[src/rtl/frg_pkg.sv]
// Shared types and helpers for the frame credit / tready generator.
package frg_pkg;

    typedef enum logic [1:0] {
        IDLE,
        BUSY,
        FULL
    } frg_state_e;

    function automatic int unsigned frg_cnt_w(input int unsigned max_out);
        return (max_out < 1) ? 1 : $clog2(max_out + 1);
    endfunction

endpackage

[src/rtl/frg_watchdog.sv]
// Idle watchdog: pulses fire after WDOG_CYCLES consecutive active cycles without a kick.
module frg_watchdog #(
    parameter int unsigned WDOG_CYCLES = 4096
) (
    input  logic clk,
    input  logic nrst,
    input  logic active,
    input  logic kick,
    output logic fire
);

    localparam int unsigned W = (WDOG_CYCLES < 2) ? 1 : $clog2(WDOG_CYCLES);
    localparam logic [W-1:0] LAST = W'(WDOG_CYCLES - 1);
    localparam logic [W-1:0] ONE  = W'(1);

    logic [W-1:0] cnt_q;
    logic [W-1:0] cnt_d;

    always_comb begin
        fire  = active & ~kick & (cnt_q == LAST);
        cnt_d = cnt_q + ONE;
        if (!active || kick || fire) begin
            cnt_d = '0;
        end
    end

    always_ff @(posedge clk or negedge nrst) begin
        if (!nrst) begin
            cnt_q <= '0;
        end else begin
            cnt_q <= cnt_d;
        end
    end

endmodule

[src/rtl/frame_credit_ready.sv]
// AXI-Stream tready generator limiting accepted-but-unfinished frames to MAX_OUTSTANDING.
// Optional hung-core recovery watchdog enabled by defining FRG_WATCHDOG_EN.
module frame_credit_ready
    import frg_pkg::*;
#(
    parameter int unsigned MAX_OUTSTANDING = 1,
    parameter int unsigned BEAT_W          = 16,
    parameter int unsigned WDOG_CYCLES     = 4096,
    localparam int unsigned CNT_W          = frg_cnt_w(MAX_OUTSTANDING)
) (
    input  logic              clk,
    input  logic              nrst,
    input  logic              tvalid,
    input  logic              tlast,
    input  logic              finish,
    input  logic              clr_err,
    output logic              ready,
    output logic [CNT_W-1:0]  outstanding,
    output logic [BEAT_W-1:0] beat_count,
    output logic              len_valid,
    output logic [BEAT_W-1:0] frame_len,
    output logic              err_underflow,
    output logic              wdog_fired
);

    localparam logic [CNT_W-1:0]  MAX_CNT  = CNT_W'(MAX_OUTSTANDING);
    localparam logic [CNT_W-1:0]  CNT_ONE  = CNT_W'(1);
    localparam logic [BEAT_W-1:0] BEAT_ONE = BEAT_W'(1);

    if (MAX_OUTSTANDING < 1 || WDOG_CYCLES < 1) begin : g_bad_cfg
        $error("frame_credit_ready: MAX_OUTSTANDING and WDOG_CYCLES must be >= 1");
    end

    frg_state_e        state_q, state_d;
    logic              ready_q, ready_d;
    logic [CNT_W-1:0]  outstanding_q, outstanding_d;
    logic [BEAT_W-1:0] beat_count_q, beat_count_d;
    logic              len_valid_q, len_valid_d;
    logic [BEAT_W-1:0] frame_len_q, frame_len_d;
    logic              err_q, err_d;

    logic              acc;
    logic              frame_end;
    logic              underflow;
    logic              dec;
    logic              wdog_fire;
    logic [BEAT_W-1:0] beat_inc;

    always_comb begin
        acc       = tvalid & ready_q;
        frame_end = acc & tlast;
        underflow = finish & (outstanding_q == '0);
        dec       = finish & ~underflow;
        beat_inc  = (beat_count_q == '1) ? beat_count_q : beat_count_q + BEAT_ONE;

        outstanding_d = outstanding_q;
        if (frame_end && !dec) begin
            outstanding_d = outstanding_q + CNT_ONE;
        end else if (dec && !frame_end) begin
            outstanding_d = outstanding_q - CNT_ONE;
        end
        if (wdog_fire) begin
            outstanding_d = '0;
        end

        // FSM tracks the next credit count so ready is registered with one-cycle latency
        if (outstanding_d == '0) begin
            state_d = IDLE;
        end else if (outstanding_d == MAX_CNT) begin
            state_d = FULL;
        end else begin
            state_d = BUSY;
        end
        ready_d = (state_d != FULL);

        beat_count_d = beat_count_q;
        frame_len_d  = frame_len_q;
        len_valid_d  = 1'b0;
        if (frame_end) begin
            beat_count_d = '0;
            frame_len_d  = beat_inc;
            len_valid_d  = 1'b1;
        end else if (acc) begin
            beat_count_d = beat_inc;
        end

        err_d = (err_q & ~clr_err) | underflow;
    end

    always_ff @(posedge clk or negedge nrst) begin
        if (!nrst) begin
            state_q       <= IDLE;
            ready_q       <= 1'b1;
            outstanding_q <= '0;
            beat_count_q  <= '0;
            len_valid_q   <= 1'b0;
            frame_len_q   <= '0;
            err_q         <= 1'b0;
        end else begin
            state_q       <= state_d;
            ready_q       <= ready_d;
            outstanding_q <= outstanding_d;
            beat_count_q  <= beat_count_d;
            len_valid_q   <= len_valid_d;
            frame_len_q   <= frame_len_d;
            err_q         <= err_d;
        end
    end

`ifdef FRG_WATCHDOG_EN
    logic wdog_q, wdog_d;

    frg_watchdog #(
        .WDOG_CYCLES(WDOG_CYCLES)
    ) u_wdog (
        .clk    (clk),
        .nrst   (nrst),
        .active (outstanding_q != '0),
        .kick   (finish | frame_end),
        .fire   (wdog_fire)
    );

    always_comb begin
        wdog_d = (wdog_q & ~clr_err) | wdog_fire;
    end

    always_ff @(posedge clk or negedge nrst) begin
        if (!nrst) begin
            wdog_q <= 1'b0;
        end else begin
            wdog_q <= wdog_d;
        end
    end

    assign wdog_fired = wdog_q;
`else
    assign wdog_fire  = 1'b0;
    assign wdog_fired = 1'b0;
`endif

    assign ready         = ready_q;
    assign outstanding   = outstanding_q;
    assign beat_count    = beat_count_q;
    assign len_valid     = len_valid_q;
    assign frame_len     = frame_len_q;
    assign err_underflow = err_q;

endmodule

[config.mk]
export PLATFORM = sky130hd
export DESIGN_NAME = frame_credit_ready
export DESIGN_NICKNAME = d
export VERILOG_FILES = /design/src/rtl/frg_pkg.sv /design/src/rtl/frg_watchdog.sv /design/src/rtl/frame_credit_ready.sv
export SDC_FILE = /design/constraint.sdc
export NUM_CORES = 1
export LEC_CHECK = 0
export CORE_ASPECT_RATIO = 1.4
export CORE_MARGIN = 5
export CORE_UTILIZATION = 40
export CTS_CLUSTER_DIAMETER = 150
export CTS_CLUSTER_SIZE = 20
export DETAILED_ROUTE_END_ITERATION = 7
export GPL_TIMING_DRIVEN = 1
export PLACE_DENSITY = 0.66
export SLEW_MARGIN = 20
export SYNTH_ARGS = -nofsm -noshare
export SYNTH_HDL_FRONTEND = slang
export SYNTH_SLANG_ARGS = --single-unit
[constraint.sdc]
create_clock -name clk -period 2.9 [get_ports clk]
set_clock_uncertainty 0.05 [all_clocks]
set_input_delay 0.58 -clock clk [delete_from_list [all_inputs] [get_ports clk]]
set_output_delay 0.58 -clock clk [all_outputs]
set_load 0.01 [all_outputs]
==> impl_metrics.prom, run 1 <==
# TYPE chip_impl_metric gauge
chip_impl_metric{name="routed_wire_length_per_instance",unit="µm"} 15.9
chip_impl_metric{name="synth_nets",unit=""} 227
chip_impl_metric{name="grt_overflow",unit=""} 0
chip_impl_metric{name="fin_tns_setup",unit="ns"} 0
chip_impl_info{name="worstSetupPathType",value="reg -> reg"} 1
chip_impl_info{name="run_status",value="complete, no violations"} 1
chip_impl_info{name="synth_top_flop_cell",value="sky130_fd_sc_hd__dfrtp_1"} 1
chip_impl_metric{name="drt_drc_violations_left",unit=""} 0
chip_impl_metric{name="placeableCoreArea",unit="µm²"} 4800
chip_impl_metric{name="vias_per_cell",unit=""} 5.63
chip_impl_metric{name="syn-mean-instance-area",unit="µm²"} 8.91
chip_impl_metric{name="ys_types",unit=""} 47
chip_impl_metric{name="finish.net_count",unit=""} 264
chip_impl_metric{name="power",unit="mW"} 1.43
chip_impl_metric{name="ys_seq_area_share",unit="%"} 46.0
chip_impl_metric{name="final_min_period_over_clock_period",unit="%"} 82.6
chip_impl_metric{name="netlist_area",unit="µm²"} 1960
chip_impl_metric{name="antenna_found_initial",unit=""} 0
chip_impl_metric{name="grt_max_degree",unit=""} 37
chip_impl_info{name="endpoint_kind",value="register"} 1
chip_impl_metric{name="cts-root-to-sink-buffers",unit=""} 2
chip_impl_metric{name="yosys_warnings",unit=""} 0
chip_impl_info{name="critical_path.top_delay_family",value="simple AND/OR/NAND/NOR gates"} 1
chip_impl_metric{name="drt_pass1_iterations",unit=""} 4
chip_impl_metric{name="rows",unit=""} 30
chip_impl_info{name="worst_path_max_delay_cell",value="sky130_fd_sc_hd__or4_4"} 1
chip_impl_metric{name="dieWidth",unit="µm"} 69.2
chip_impl_metric{name="first_global_vias",unit=""} 1734
chip_impl_metric{name="ctsHoldBuffers",unit=""} 0
chip_impl_metric{name="postSynthRegisterBits",unit=""} 36
chip_impl_metric{name="chipHeight",unit="µm"} 92.8
chip_impl_info{name="setup_repair_after_global_routing_missed_its_margin",value="no"} 1
chip_impl_info{name="cts_tree",value="built"} 1
chip_impl_metric{name="dp_slack",unit="ns"} 0.560
chip_impl_metric{name="worstPathBufferInverterCount",unit=""} 0
chip_impl_metric{name="antenna_left",unit=""} 0
chip_impl_metric{name="cp_slowest_stage_delay",unit="ns"} 0.68
chip_impl_metric{name="worst_slew_margin_rel",unit="%"} 46.7
chip_impl_metric{name="finalMaxSlewViolations",unit=""} 0
chip_impl_metric{name="finalSetupViolations",unit=""} 0
chip_impl_metric{name="cts_resized",unit=""} 0
chip_impl_metric{name="worst_slew_pin_slew",unit="ns"} 0.800
chip_impl_info{name="crit_path_cell_trace",value="ha_1 -> nand4_1 -> or4_4 -> and3_1 -> o31ai_1"} 1
chip_impl_metric{name="max-vdd-ir-drop",unit="V"} 0.000249
chip_impl_metric{name="postCtsSetupRepairBufs",unit=""} 0
chip_impl_metric{name="critical_path_required",unit="ns"} 3.05
chip_impl_metric{name="finalWorstSetupSlack",unit="ns"} 0.505
chip_impl_metric{name="tritoncts_num_sinks",unit=""} 36
chip_impl_metric{name="asyncSetResetFlopFracSynth",unit="%"} 100
chip_impl_metric{name="power.density",unit="nW/µm²"} 570
chip_impl_info{name="start_kind",value="register"} 1
chip_impl_metric{name="drive_above_1_share",unit="%"} 8.17
chip_impl_metric{name="cts-htree-levels",unit=""} 2
chip_impl_metric{name="data_arrival_time_of_the_critical_path",unit="ns"} 2.54
chip_impl_metric{name="io-pin-count",unit=""} 43
chip_impl_metric{name="gp_congestion",unit=""} 0.822
chip_impl_metric{name="leakage_power",unit="nW"} 1.03
chip_impl_info{name="clockRootBuffer",value="sky130_fd_sc_hd__clkbuf_8"} 1
chip_impl_metric{name="max_freq",unit="MHz"} 418
chip_impl_metric{name="drt_iter0_markers",unit=""} 72
chip_impl_metric{name="grt_first_pass_wirelength",unit="µm"} 8670
chip_impl_metric{name="utilization",unit="%"} 52.1
chip_impl_metric{name="start_util",unit="%"} 40.8
chip_impl_metric{name="insertion_delay",unit="ns"} 0.29
chip_impl_metric{name="timing.critical_path.fanout_max",unit=""} 11
chip_impl_metric{name="clk_transition_reported_paths",unit="ns"} 0.07
chip_impl_metric{name="grt_util_all_layers",unit="%"} 17.1
chip_impl_metric{name="synth_edf_count",unit=""} 0
chip_impl_metric{name="diodes",unit=""} 0
chip_impl_metric{name="cts_inserted_buffers",unit=""} 5
chip_impl_info{name="worst_hold_path_class",value="in -> async"} 1
chip_impl_metric{name="routed_wirelength",unit="µm"} 5090
chip_impl_metric{name="maxCapViolCount",unit=""} 0
chip_impl_metric{name="syn2layout_area_growth",unit="%"} 27.8
chip_impl_metric{name="dp_hpwl",unit="µm"} 3620
chip_impl_metric{name="timing.final.crit_period",unit="ns"} 2.39
chip_impl_metric{name="postSynthCellCount",unit=""} 220
chip_impl_metric{name="timing.final.hold_violations",unit=""} 0
chip_impl_metric{name="port-buffer-count",unit=""} 41
chip_impl_metric{name="dr_total_vias",unit=""} 1806
chip_impl_metric{name="die_area",unit="µm²"} 6420
==> power breakdown <==
group	switching [mW]	internal, mW
combinational	0.212	0.221
sequential	0.0800	0.582
clock	0.170	0.163
==> final timing paths <==
| check | start | end | slack (ns) | depth (start not counted) |
|---|---|---|---|---|
| max in group asynchronous | nrst | beat_count[11] | 1.96 | 1 |
| worst min register to register | frame_len[13] | frame_len[13] | 0.43 | 2 |
| worst max-delay path | beat_count[0] | frame_len[2] | 0.51 | 5 |
| worst min-delay path | nrst | frame_len[8] | 0.32 | 1 |
| worst max register to register | beat_count[0] | frame_len[2] | 0.51 | 5 |
| min in group clk | frame_len[13] | frame_len[13] | 0.43 | 2 |
==> per-stage QoR <==
step / cells / instance area [µm²] / hold slack [ns]
2_1_floorplan: 220 / 1960 / 0.234
3_3_place_gp: 314 / 2430 / 0.416
3_5_place_dp: 314 / 2430 / 0.420
4_1_cts: 321 / 2500 / 0.361
5_1_grt: 321 / 2500 / 0.412
6_report: 321 / 2500 / 0.325
==> state kept, by name, summed over array words and instances, names as in the netlist <==
name and count:
ready 1, frame_len 16, beat_count 16, err_underflow 1
outstanding 1, len_valid 1
==> cell usage in the layout (no fill, tap or decap), types with 2 or more instances in the layout <==
cell type                          n
sky130_fd_sc_hd__and3_1            3
sky130_fd_sc_hd__a21oi_1           8
sky130_fd_sc_hd__a31o_2            2
sky130_fd_sc_hd__a41o_1            2
sky130_fd_sc_hd__nand2_1          25
sky130_fd_sc_hd__xnor2_1           2
sky130_fd_sc_hd__o211ai_1          5
sky130_fd_sc_hd__nor2_1           17
sky130_fd_sc_hd__or3_1             5
sky130_fd_sc_hd__buf_4             7
sky130_fd_sc_hd__nor2b_1           2
sky130_fd_sc_hd__nand4_1           6
sky130_fd_sc_hd__inv_1             9
sky130_fd_sc_hd__nor4_1            5
sky130_fd_sc_hd__clkdlybuf4s50_1  40
sky130_fd_sc_hd__nor3_1            3
sky130_fd_sc_hd__and4_1            2
sky130_fd_sc_hd__o21ai_0          16
sky130_fd_sc_hd__dfrtp_1          35
sky130_fd_sc_hd__o311ai_0          2
sky130_fd_sc_hd__xor2_1            2
sky130_fd_sc_hd__a31oi_1           9
sky130_fd_sc_hd__or4_1             3
sky130_fd_sc_hd__clkbuf_8          5
sky130_fd_sc_hd__mux2i_1           3
sky130_fd_sc_hd__nand3_1          13
sky130_fd_sc_hd__o31ai_1           3
==> layer usage <==
layer  vias to the layer above  wire length (µm)  GRT usage [%]
met4                         0               203           10.7
met5                         -                 0              0
li1                        879                 -              -
met3                        19               261           4.13
met1                       853              2070           19.6
met2                        55              2550           28.3
==> Yosys cell counts, types with 3 or more instances <==
library cell | n | share of area, %
sky130_fd_sc_hd__nor2_1 | 17 | 3.3
sky130_fd_sc_hd__a31oi_1 | 9 | 2.9
sky130_fd_sc_hd__inv_1 | 9 | 1.7
sky130_fd_sc_hd__nand4_1 | 6 | 1.9
sky130_fd_sc_hd__nor4_1 | 5 | 1.6
sky130_fd_sc_hd__a21oi_1 | 8 | 2.0
sky130_fd_sc_hd__or3_1 | 5 | 1.6
sky130_fd_sc_hd__dfrtp_1 | 35 | 45
sky130_fd_sc_hd__o31ai_1 | 3 | 1.1
sky130_fd_sc_hd__or4_1 | 3 | 1.1
sky130_fd_sc_hd__nand3_1 | 13 | 3.3
sky130_fd_sc_hd__nor3_1 | 3 | 0.77
sky130_fd_sc_hd__and3_1 | 3 | 0.96
sky130_fd_sc_hd__buf_2 | 4 | 1.0
sky130_fd_sc_hd__nand2_1 | 25 | 4.8
sky130_fd_sc_hd__clkbuf_1 | 12 | 2.3
sky130_fd_sc_hd__o211ai_1 | 5 | 1.9
sky130_fd_sc_hd__mux2i_1 | 3 | 1.5
sky130_fd_sc_hd__o21ai_0 | 16 | 4.1
==> area by class of cell <==
cell class / count / area (µm²)
fill: 479 / 2300
multi-input combinational: 156 / 933
sequential: 36 / 902
timing repair buffer: 49 / 478
tap: 64 / 80.1
clock buffer: 6 / 72.6
inverter: 9 / 33.8
clock inverter: 1 / 5.00
==> kinds of logic after synthesis <==
logic type                 synth area share [%]
muxes                                      1.53
xor gates and xnor gates                   1.79
and+or+nand+nor                            23.7
adders and majority gates                 0.638
buffers and inverters                      6.38
AOI/OAI and AO/OA                          19.8
DFF                                        46.0
other                                     0.191
Note: power is estimated with default switching activity, not from simulation.
==> inputs of run 2 (changes only) <==
PLACE_DENSITY = 0.68   (was 0.66)
clock period = 2 ns   (was 2.9 ns; I/O delays follow)
==> impl_metrics.prom, run 2 (same netlist as run 1, synthesis figures left out) <==
# TYPE chip_impl_metric gauge
chip_impl_info{name="run_status",value="complete, no violations"} 1
chip_impl_metric{name="gp_congestion",unit=""} 0.839
chip_impl_metric{name="dp_slack",unit="ns"} 0.0625
chip_impl_metric{name="chipHeight",unit="µm"} 92.8
chip_impl_info{name="worst_hold_path_class",value="in -> async"} 1
chip_impl_metric{name="final.fill_count",unit=""} 469
chip_impl_metric{name="worst_slew_margin_rel",unit="%"} 65.9
chip_impl_metric{name="final_cells",unit=""} 347
chip_impl_info{name="mostFrequentLayoutCell",value="sky130_fd_sc_hd__clkdlybuf4s50_1"} 1
chip_impl_info{name="setup_repair_after_global_routing_missed_its_margin",value="no"} 1
chip_impl_info{name="start_kind",value="register"} 1
chip_impl_metric{name="rows",unit=""} 30
chip_impl_metric{name="drt_pass1_iterations",unit=""} 4
chip_impl_metric{name="ctsHoldBuffers",unit=""} 0
chip_impl_metric{name="routed_wire_length_per_instance",unit="µm"} 15.2
chip_impl_info{name="mostFrequentLayoutCells",value="41 x sky130_fd_sc_hd__clkdlybuf4s50_1, 33 x sky130_fd_sc_hd__dfrtp_1, 31 x sky130_fd_sc_hd__buf_4"} 1
chip_impl_metric{name="placeableCoreArea",unit="µm²"} 4800
chip_impl_metric{name="start_util",unit="%"} 40.8
chip_impl_metric{name="sequential_cell_area",unit="µm²"} 905
chip_impl_metric{name="max_freq",unit="MHz"} 519
chip_impl_metric{name="die_area",unit="µm²"} 6420
chip_impl_info{name="endpoint_kind",value="register"} 1
chip_impl_metric{name="first_global_vias",unit=""} 1828
chip_impl_metric{name="dr_total_vias",unit=""} 1867
chip_impl_metric{name="postCtsSetupRepairBufs",unit=""} 0
chip_impl_metric{name="final_min_period_over_clock_period",unit="%"} 96.3
chip_impl_info{name="worstSetupPathType",value="reg -> reg"} 1
chip_impl_metric{name="tritoncts_num_sinks",unit=""} 36
chip_impl_metric{name="data_arrival_time_of_the_critical_path",unit="ns"} 2.07
chip_impl_metric{name="dp_hpwl",unit="µm"} 3860
chip_impl_info{name="cts_tree",value="built"} 1
chip_impl_metric{name="maxCapViolCount",unit=""} 0
chip_impl_metric{name="numPlacedInstances",unit=""} 339
chip_impl_metric{name="antenna_found_initial",unit=""} 0
chip_impl_metric{name="grt_overflow",unit=""} 0
chip_impl_metric{name="max-vdd-ir-drop",unit="V"} 0.000449
chip_impl_metric{name="multiInputGateArea",unit="µm²"} 946
chip_impl_metric{name="rr_worst_depth",unit=""} 5
chip_impl_metric{name="grt_first_pass_wirelength",unit="µm"} 8960
chip_impl_metric{name="drive_above_1_share",unit="%"} 17.7
chip_impl_metric{name="critical_path_required",unit="ns"} 2.15
chip_impl_metric{name="timing.final.hold_violations",unit=""} 0
chip_impl_metric{name="power.density",unit="nW/µm²"} 801
chip_impl_metric{name="cts-root-to-sink-buffers",unit=""} 2
chip_impl_metric{name="worst_slew_pin_slew",unit="ns"} 0.510
chip_impl_metric{name="drt_drc_violations_left",unit=""} 0
chip_impl_metric{name="routed_wirelength",unit="µm"} 5270
chip_impl_metric{name="insertion_delay",unit="ns"} 0.29
chip_impl_metric{name="grt_util_all_layers",unit="%"} 17.2
chip_impl_metric{name="port-buffer-count",unit=""} 41
chip_impl_metric{name="syn2layout_area_growth",unit="%"} 39.8
chip_impl_metric{name="finalSetupViolations",unit=""} 0
chip_impl_metric{name="antenna_left",unit=""} 0
chip_impl_metric{name="leakage_power",unit="nW"} 1.17
chip_impl_metric{name="cts_inserted_buffers",unit=""} 5
chip_impl_metric{name="finalWorstSetupSlack",unit="ns"} 0.0738
chip_impl_metric{name="vias_per_cell",unit=""} 5.38
chip_impl_metric{name="fin_tns_setup",unit="ns"} 0
chip_impl_metric{name="cts_resized",unit=""} 0
chip_impl_metric{name="clk_transition_reported_paths",unit="ns"} 0.08
chip_impl_metric{name="finish.net_count",unit=""} 289
chip_impl_metric{name="io-pin-count",unit=""} 43
chip_impl_metric{name="diodes",unit=""} 0
chip_impl_metric{name="dieWidth",unit="µm"} 69.2
chip_impl_info{name="clockRootBuffer",value="sky130_fd_sc_hd__clkbuf_8"} 1
chip_impl_metric{name="cts-htree-levels",unit=""} 2
chip_impl_metric{name="timing.critical_path.fanout_max",unit=""} 11
chip_impl_metric{name="finalMaxSlewViolations",unit=""} 0
chip_impl_metric{name="grt_max_degree",unit=""} 37
chip_impl_metric{name="timing.final.crit_period",unit="ns"} 1.93
chip_impl_metric{name="drt_iter0_markers",unit=""} 94
-- run 2: metal layers --
layer,GRT usage (%),wire length [µm]
met3,3.04,178
met4,5.86,85
met2,29.8,2670
met5,0,0
met1,21.5,2340
-- run 2: cell type report --
type,count,area share (%)
Sequential cell,36,33.0
Inverter,9,1.23
Multi-Input combinational cell,156,34.5
Timing Repair Buffer,74,24.9
Tap cell,64,2.92
Clock buffer,6,3.01
Clock inverter,2,0.365
-- run 2: per-stage QoR --
stage               power, mW  util (%)  area (µm²)  hold slack (ns)
CTS                      2.22      57.0        2740            0.435
detailed placement       1.67      55.1        2650            0.419
floorplan                1.27         -        1980           0.0544
finish                   2.19      57.0        2740            0.420
global route             2.32      57.0        2740            0.461
global placement         1.66      55.1        2650            0.412
-- run 2: report_power, final --
group	switching [mW]	internal [mW]
registers	0.0688	0.847
clock network	0.267	0.275
logic	0.362	0.374
-- run 2: path summary, 6_finish.rpt --
| kind | start | end | slack, ns |
|---|---|---|---|
| worst max register to register | beat_count[0] | frame_len[2] | 0.07 |
| min in group clk | frame_len[0] | frame_len[0] | 0.42 |
| worst min-delay path | nrst | frame_len[7] | 0.42 |
| worst min register to register | frame_len[0] | frame_len[0] | 0.42 |
| max in group asynchronous | nrst | ready | 1.22 |
| worst max-delay path | beat_count[0] | frame_len[2] | 0.07 |
-- run 2: critical path, stage by stage, from the launching register on --
cell and delay, ns:
sky130_fd_sc_hd__dfrtp_2 0.40, sky130_fd_sc_hd__ha_4 0.17, sky130_fd_sc_hd__nand4_1 0.15, sky130_fd_sc_hd__or4_4 0.62
sky130_fd_sc_hd__and3_1 0.22, sky130_fd_sc_hd__o31ai_1 0.22
==> inputs of run 3 (changes only) <==
CAP_MARGIN = 40   (was default)
HOLD_SLACK_MARGIN = 0.12   (was default)
==> results of run 3 <==
Final layout, timing and power as in run 2 (identical DEF).
